### config.mk
export PLATFORM = sky130hd
export DESIGN_NAME = muldiv_unit
export DESIGN_NICKNAME = d
export VERILOG_FILES = /design/src/rtl/muldiv_pkg.sv /design/src/rtl/muldiv_unit.sv
export SDC_FILE = /design/constraint.sdc
export NUM_CORES = 1
export LEC_CHECK = 0
export BUFFER_PORTS_ARGS = -buffer_cell sky130_fd_sc_hd__buf_2
export CAP_MARGIN = 20
export CORE_MARGIN = 10
export CORE_UTILIZATION = 55
export CTS_CLUSTER_DIAMETER = 200
export DETAILED_ROUTE_END_ITERATION = 12
export GPL_TIMING_DRIVEN = 1
export HOLD_SLACK_MARGIN = 0.05
export PLACE_DENSITY = 0.8
export SETUP_SLACK_MARGIN = 0.3
export SYNTH_ARGS = -nofsm -noshare
export SYNTH_HDL_FRONTEND = slang
export SYNTH_SLANG_ARGS = --single-unit
### constraint.sdc
create_clock -name CLK -period 6.1 [get_ports CLK]
set_input_delay 1.22 -clock CLK [delete_from_list [all_inputs] [get_ports CLK]]
set_output_delay 1.22 -clock CLK [all_outputs]
set_load 0.05 [all_outputs]
### src/rtl/muldiv_pkg.sv
// muldiv_pkg: shared encodings, constants and decode helpers for the RV32M multiply/divide unit
package muldiv_pkg;
  localparam int XLEN = 32;
  localparam logic [4:0] STEP_COUNT = 5'd31;
  typedef enum logic [2:0] {
    F_MUL, F_MULH, F_MULHSU, F_MULHU, F_DIV, F_DIVU, F_REM, F_REMU
  } funct3_e;
  typedef enum logic [1:0] {S_IDLE, S_CALC, S_FIXUP, S_DONE} state_e;
  function automatic logic is_div(input logic [2:0] f);
    return f[2];
  endfunction
  function automatic logic op_a_signed(input logic [2:0] f);
    return f == F_MULH || f == F_MULHSU || f == F_DIV || f == F_REM;
  endfunction
  function automatic logic op_b_signed(input logic [2:0] f);
    return f == F_MULH || f == F_DIV || f == F_REM;
  endfunction
endpackage

### src/rtl/muldiv_unit.sv
// muldiv_unit: iterative RV32M multiply/divide, one shift-add or restoring-subtract step per cycle
import muldiv_pkg::*;
module muldiv_unit (
  input  logic            CLK,
  input  logic            RESET,
  input  logic            START,
  input  logic [2:0]      FUNCT3,
  input  logic [XLEN-1:0] OPERAND_A,
  input  logic [XLEN-1:0] OPERAND_B,
  input  logic [4:0]      RD_IN,
  input  logic            FLUSH,
  output logic            BUSY,
  output logic            DONE,
  output logic [XLEN-1:0] RESULT,
  output logic [4:0]      RD_OUT
);
  state_e state, state_n;
  logic [4:0] cnt, rd;
  logic [2:0] f3;
  logic [63:0] acc, acc_n, prod;
  logic [31:0] opnd, a_mag, b_mag, quo, rem, res;
  logic [32:0] add_a, add_b, sum;
  logic neg, a_neg, sa, sb, dz, dv, accept;
  assign sa = op_a_signed(FUNCT3) & OPERAND_A[31];
  assign sb = op_b_signed(FUNCT3) & OPERAND_B[31];
  assign a_mag = sa ? -OPERAND_A : OPERAND_A;
  assign b_mag = sb ? -OPERAND_B : OPERAND_B;
  assign dz = is_div(FUNCT3) && OPERAND_B == '0;
  assign accept = state == S_IDLE && START && !FLUSH;
  assign dv = is_div(f3);
  // one 33-bit adder serves both: add for multiply, subtract (invert + carry-in) for divide
  assign add_a = dv ? acc[63:31] : {1'b0, acc[63:32]};
  assign add_b = dv ? ~{1'b0, opnd} : {1'b0, opnd};
  assign sum = add_a + add_b + 33'(dv);
  always_comb begin
    acc_n = dv ? (sum[32] ? {acc[62:0], 1'b0} : {sum[31:0], acc[30:0], 1'b1})
               : (acc[0] ? {sum, acc[31:1]} : {1'b0, acc[63:1]});
    prod = neg ? -acc : acc;
    quo = neg ? -acc[31:0] : acc[31:0];
    rem = a_neg ? -acc[63:32] : acc[63:32];
    res = dv ? (f3[1] ? rem : quo) : (f3 == F_MUL ? prod[31:0] : prod[63:32]);
  end
  always_comb begin
    state_n = state;
    if (FLUSH)
      state_n = S_IDLE;
    else if (state == S_IDLE)
      state_n = START ? (dz ? S_FIXUP : S_CALC) : S_IDLE;
    else if (state == S_CALC)
      state_n = cnt == '0 ? S_FIXUP : S_CALC;
    else
      state_n = state == S_FIXUP ? S_DONE : S_IDLE;
  end
  always_ff @(posedge CLK)
    if (RESET) state <= S_IDLE;
    else state <= state_n;
  // divide-by-zero preloads quotient all-ones and remainder = dividend, with quotient negation suppressed
  always_ff @(posedge CLK) begin
    if (RESET) begin
      cnt <= '0;
      rd <= '0;
      f3 <= '0;
      acc <= '0;
      opnd <= '0;
      neg <= 1'b0;
      a_neg <= 1'b0;
      RESULT <= '0;
      RD_OUT <= '0;
    end else begin
      if (accept) begin
        cnt <= STEP_COUNT;
        rd <= RD_IN;
        f3 <= FUNCT3;
        opnd <= b_mag;
        acc <= dz ? {a_mag, 32'hFFFF_FFFF} : {32'b0, a_mag};
        neg <= (sa ^ sb) & ~dz;
        a_neg <= sa;
      end
      if (state == S_CALC) begin
        acc <= acc_n;
        cnt <= cnt - 5'd1;
      end
      if (state == S_FIXUP && !FLUSH) begin
        RESULT <= res;
        RD_OUT <= rd;
      end
    end
  end
  assign BUSY = state != S_IDLE;
  assign DONE = state == S_DONE;
endmodule

==> summary.txt <==
STA
  • Fin Setup TNS: 0 ns
  • Final setup fails: 0
  • Final period util: 0.7707
  • Achievable clock frequency: 212.7 MHz
  • Worst slew pin tran: 0.9573 ns
  • Slew Viols, Final: 0
  • RSZ-0062 raised after global routing: false
  • Minimum clock period after layout: 4.701 ns
  • Clk_skew: 0.01307 ns
  • Slew headroom: 0.3618
  • Fin. Hold Viols: 0

Floorplan
  • Die W: approximately 180 um
  • Core area: 0.02425 mm^2
  • # rows: 57
  • IO Pins: 115
  • Initial core utilization: 0.5570
  • Die ar.: between 0.03 and 0.04 mm^2
  • Die height: between 150 and 200 um

Layout
  • Diode count: 0
  • Net count reported at finish: around 1900
  • Final Core Density: 0.6057
  • Layout cells sized above 1: 0.1484
  • Final Instance Area: 0.01469 mm^2
  • Final std cells w/o fill: 2130
  • Area grow syn2layout: 8.755%

Power
  • Power Density: 211.9 mW/mm^2
  • Sequential Power Share: 0.360
  • VDD IR max: 122.9 uV
  • Leak Pwr: 5.837 nW
  • Clock power frac: 0.384
  • Total power: 3.113 mW
  • Comb power frac: 0.256
  • Psw: ~1.1 mW
  • Sw frac: 0.3416
  • Int Pwr: around 2.0 mW

Global routing
  • First-pass GRT wire length: 70.49 mm
  • Number of global-route vias before repair: roughly 13000
  • Global route overflow: 0
  • Pin count of the biggest net entering global routing: 77
  • Total Routing Usage GR: 0.2790
  • Initial antenna violation count: 1

Placement
  • Post-Place Cell Area: 0.01401 mm^2
  • Final GP Congestion: 1.035
  • Placed cells: between 2000 and 2500
  • HPWL after DPL: 33.12 mm
  • Port buffer count: 114

Yosys
  • Post-Synthesis Cells: 1800
  • Post-synth top flop: dfxtp_1
  • Ranking of synthesized cells by area: dfxtp_1 (22%), xor2_1 (7.8%), a21oi_1 (6.5%), xnor2_1 (5.4%), nand2_1 (5.4%)
  • Yosys Warn Count: 0
  • Syn Nets: ~1900
  • Area share of the leading cell type in the synthesized netlist: 0.2223
  • Async S/R FF share, synth: 0
  • Top post-synthesis cells by count: nand2_1 (193), a21oi_1 (175), dfxtp_1 (150)
  • Synth cell types: 83
  • Number of synthesized register bits: 150
  • EDFF count, synth: 0
  • Syn Area/Cell: 7.503 um^2
  • Most frequent cell after synthesis: nand2_1
  • Post-synth top area cell: dfxtp_1
  • Cell Area, Synth: 0.01351 mm^2
  • Register area share after synthesis: 0.2223

Clock network
  • Root buffer cell: clkbuf_16
  • CTS tree: done
  • Postcts setup bufs: 0
  • Clock transition at path regs: 0.07 ns
  • H-tree depth: 4
  • Clk Latency, worst-skew pair: 0.44 ns
  • Maximum root-to-sink buffer count: 2
  • Cts hold-fix bufs: 0
  • PostCTS Resize Cnt: 0
  • Total CTS buffers: 17
  • # clock sinks: 150

Worst hold path
  • Hold crit path type: flop to flop

Route
  • Detailed Route WL: about 45 mm
  • Via-to-Cell Ratio: 6.520
  • DRT iter0 DRCs: 1650
  • DR vias: 13890
  • Routed len/inst: 21.15 um
  • Drt drc: 0
  • First drt pass iteration count: 7
  • Antenna Nets Post-Route: 0

Worst setup path
  • Data required, critical path: 6.38 ns
  • Setup Crit Path Kind: flop to flop
  • Critical Path Source Type: flop
  • FF-to-FF setup slack: 1.40 ns
  • Cell chain of the critical path: buf_4 > mux2_2 > ha_1 > a21oi_1 > o21ai_0 > a221oi_1 > o21ai_0 > a21oi_2 > xnor2_2 > buf_4 > mux2_2 > a21oi_1 > o22ai_1
  • Max incr delay on CP: 0.86 ns
  • Worst Setup End Kind: flop
  • Arrival time worst endpoint: 4.98 ns
  • Critical Path Fanout Max: 62
  • CP max stage cell: dfxtp_4

Job
  • MaxCap Viol Count: 0

Run status
  • Status: finished clean
[routing by layer]
metal  part of all wire  wire [um]  GRT usage  vias up
li1                   -          -          -     6552
met1               0.39      17770     0.3452     6440
met2               0.45      20270     0.4418      728
met3              0.093       4185    0.05398      165
met4              0.062       2809     0.1671        2
met5            0.00029         13          0        -
[power groups by stage]
stage | registers, mW | clock network (mW) | logic, mW
after floorplan | 1.09 | 0 | 0.585
after global placement | 1.14 | 0 | 0.751
after detailed placement | 1.14 | 0 | 0.765
after CTS | 1.12 | 1.19 | 0.769
after global routing | 1.13 | 1.24 | 0.860
final | 1.12 | 1.20 | 0.797
[placed cells by master (no fill, tap or decap), types with 17 or more instances in the layout]
| cell | count |
|---|---|
| xnor2_1 | 83 |
| o221a_2 | 22 |
| dfxtp_1 | 147 |
| buf_2 | 113 |
| ha_1 | 37 |
| nor2_1 | 142 |
| o31ai_1 | 34 |
| a22oi_1 | 21 |
| or3_1 | 24 |
| buf_4 | 21 |
| a211oi_1 | 39 |
| clkbuf_16 | 17 |
| nor3_1 | 40 |
| o21ai_0 | 129 |
| a21o_1 | 27 |
| mux2i_1 | 55 |
| nand2_1 | 193 |
| xor2_1 | 121 |
| inv_1 | 27 |
| mux2_2 | 41 |
| a21oi_1 | 175 |
| nand2b_1 | 19 |
[registers in the layout, summed over array words and instances, names as in the netlist]
signal and flops:
cnt 5, RD_OUT 5, a_neg 1, neg 1, f3 3, opnd 32
rd 5, RESULT 32, acc 64, state 2
[cell families (layout without fill, tap and decap cells)]
group / count (synthesis) / after routing / synth area share
flops: 150 / 150 / 0.2223
buf+inv: 188 / 194 / 0.05559
compound gates: 589 / 589 / 0.2861
simple gates: 534 / 534 / 0.1923
mux: 96 / 96 / 0.07495
fa+ha+maj: 38 / 38 / 0.03576
xor+xnor: 205 / 205 / 0.1329
[final timing paths]
| kind | from | end | depth (start not counted) |
|---|---|---|---|
| min | RESULT[6] | RESULT[6] | 1 |
| max reg2reg | f3[2] | acc[38] | 13 |
| max | f3[2] | acc[38] | 13 |
| min reg2reg | RESULT[6] | RESULT[6] | 1 |
[through the flow]
stage	setup WS [ns]	hold WS, ns
after global routing	1.099	0.4716
after global placement	1.614	0.4264
after detailed placement	1.493	0.4337
after CTS	1.475	0.4423
after floorplan	1.531	0.4322
final	1.399	0.4508
[worst max-delay path: cells and delay by family, from the launching register on]
family          cells  cell delay [ns]
buf+inv             2             0.76
compound gates      7             1.54
flops               1             0.86
mux                 2             0.74
fa+ha+maj           1             0.43
xor+xnor            1             0.15
[final cells by class]
cell class	count	area, um^2
sequential	150	3009
tap	324	405.4
clock buffer	18	429.2
timing repair buffer	135	750.7
inverter	27	101.3
clock inverter	14	221.5
multi-input combinational	1462	9771
fill	2176	9560
(Power assumes the default switching activity.)
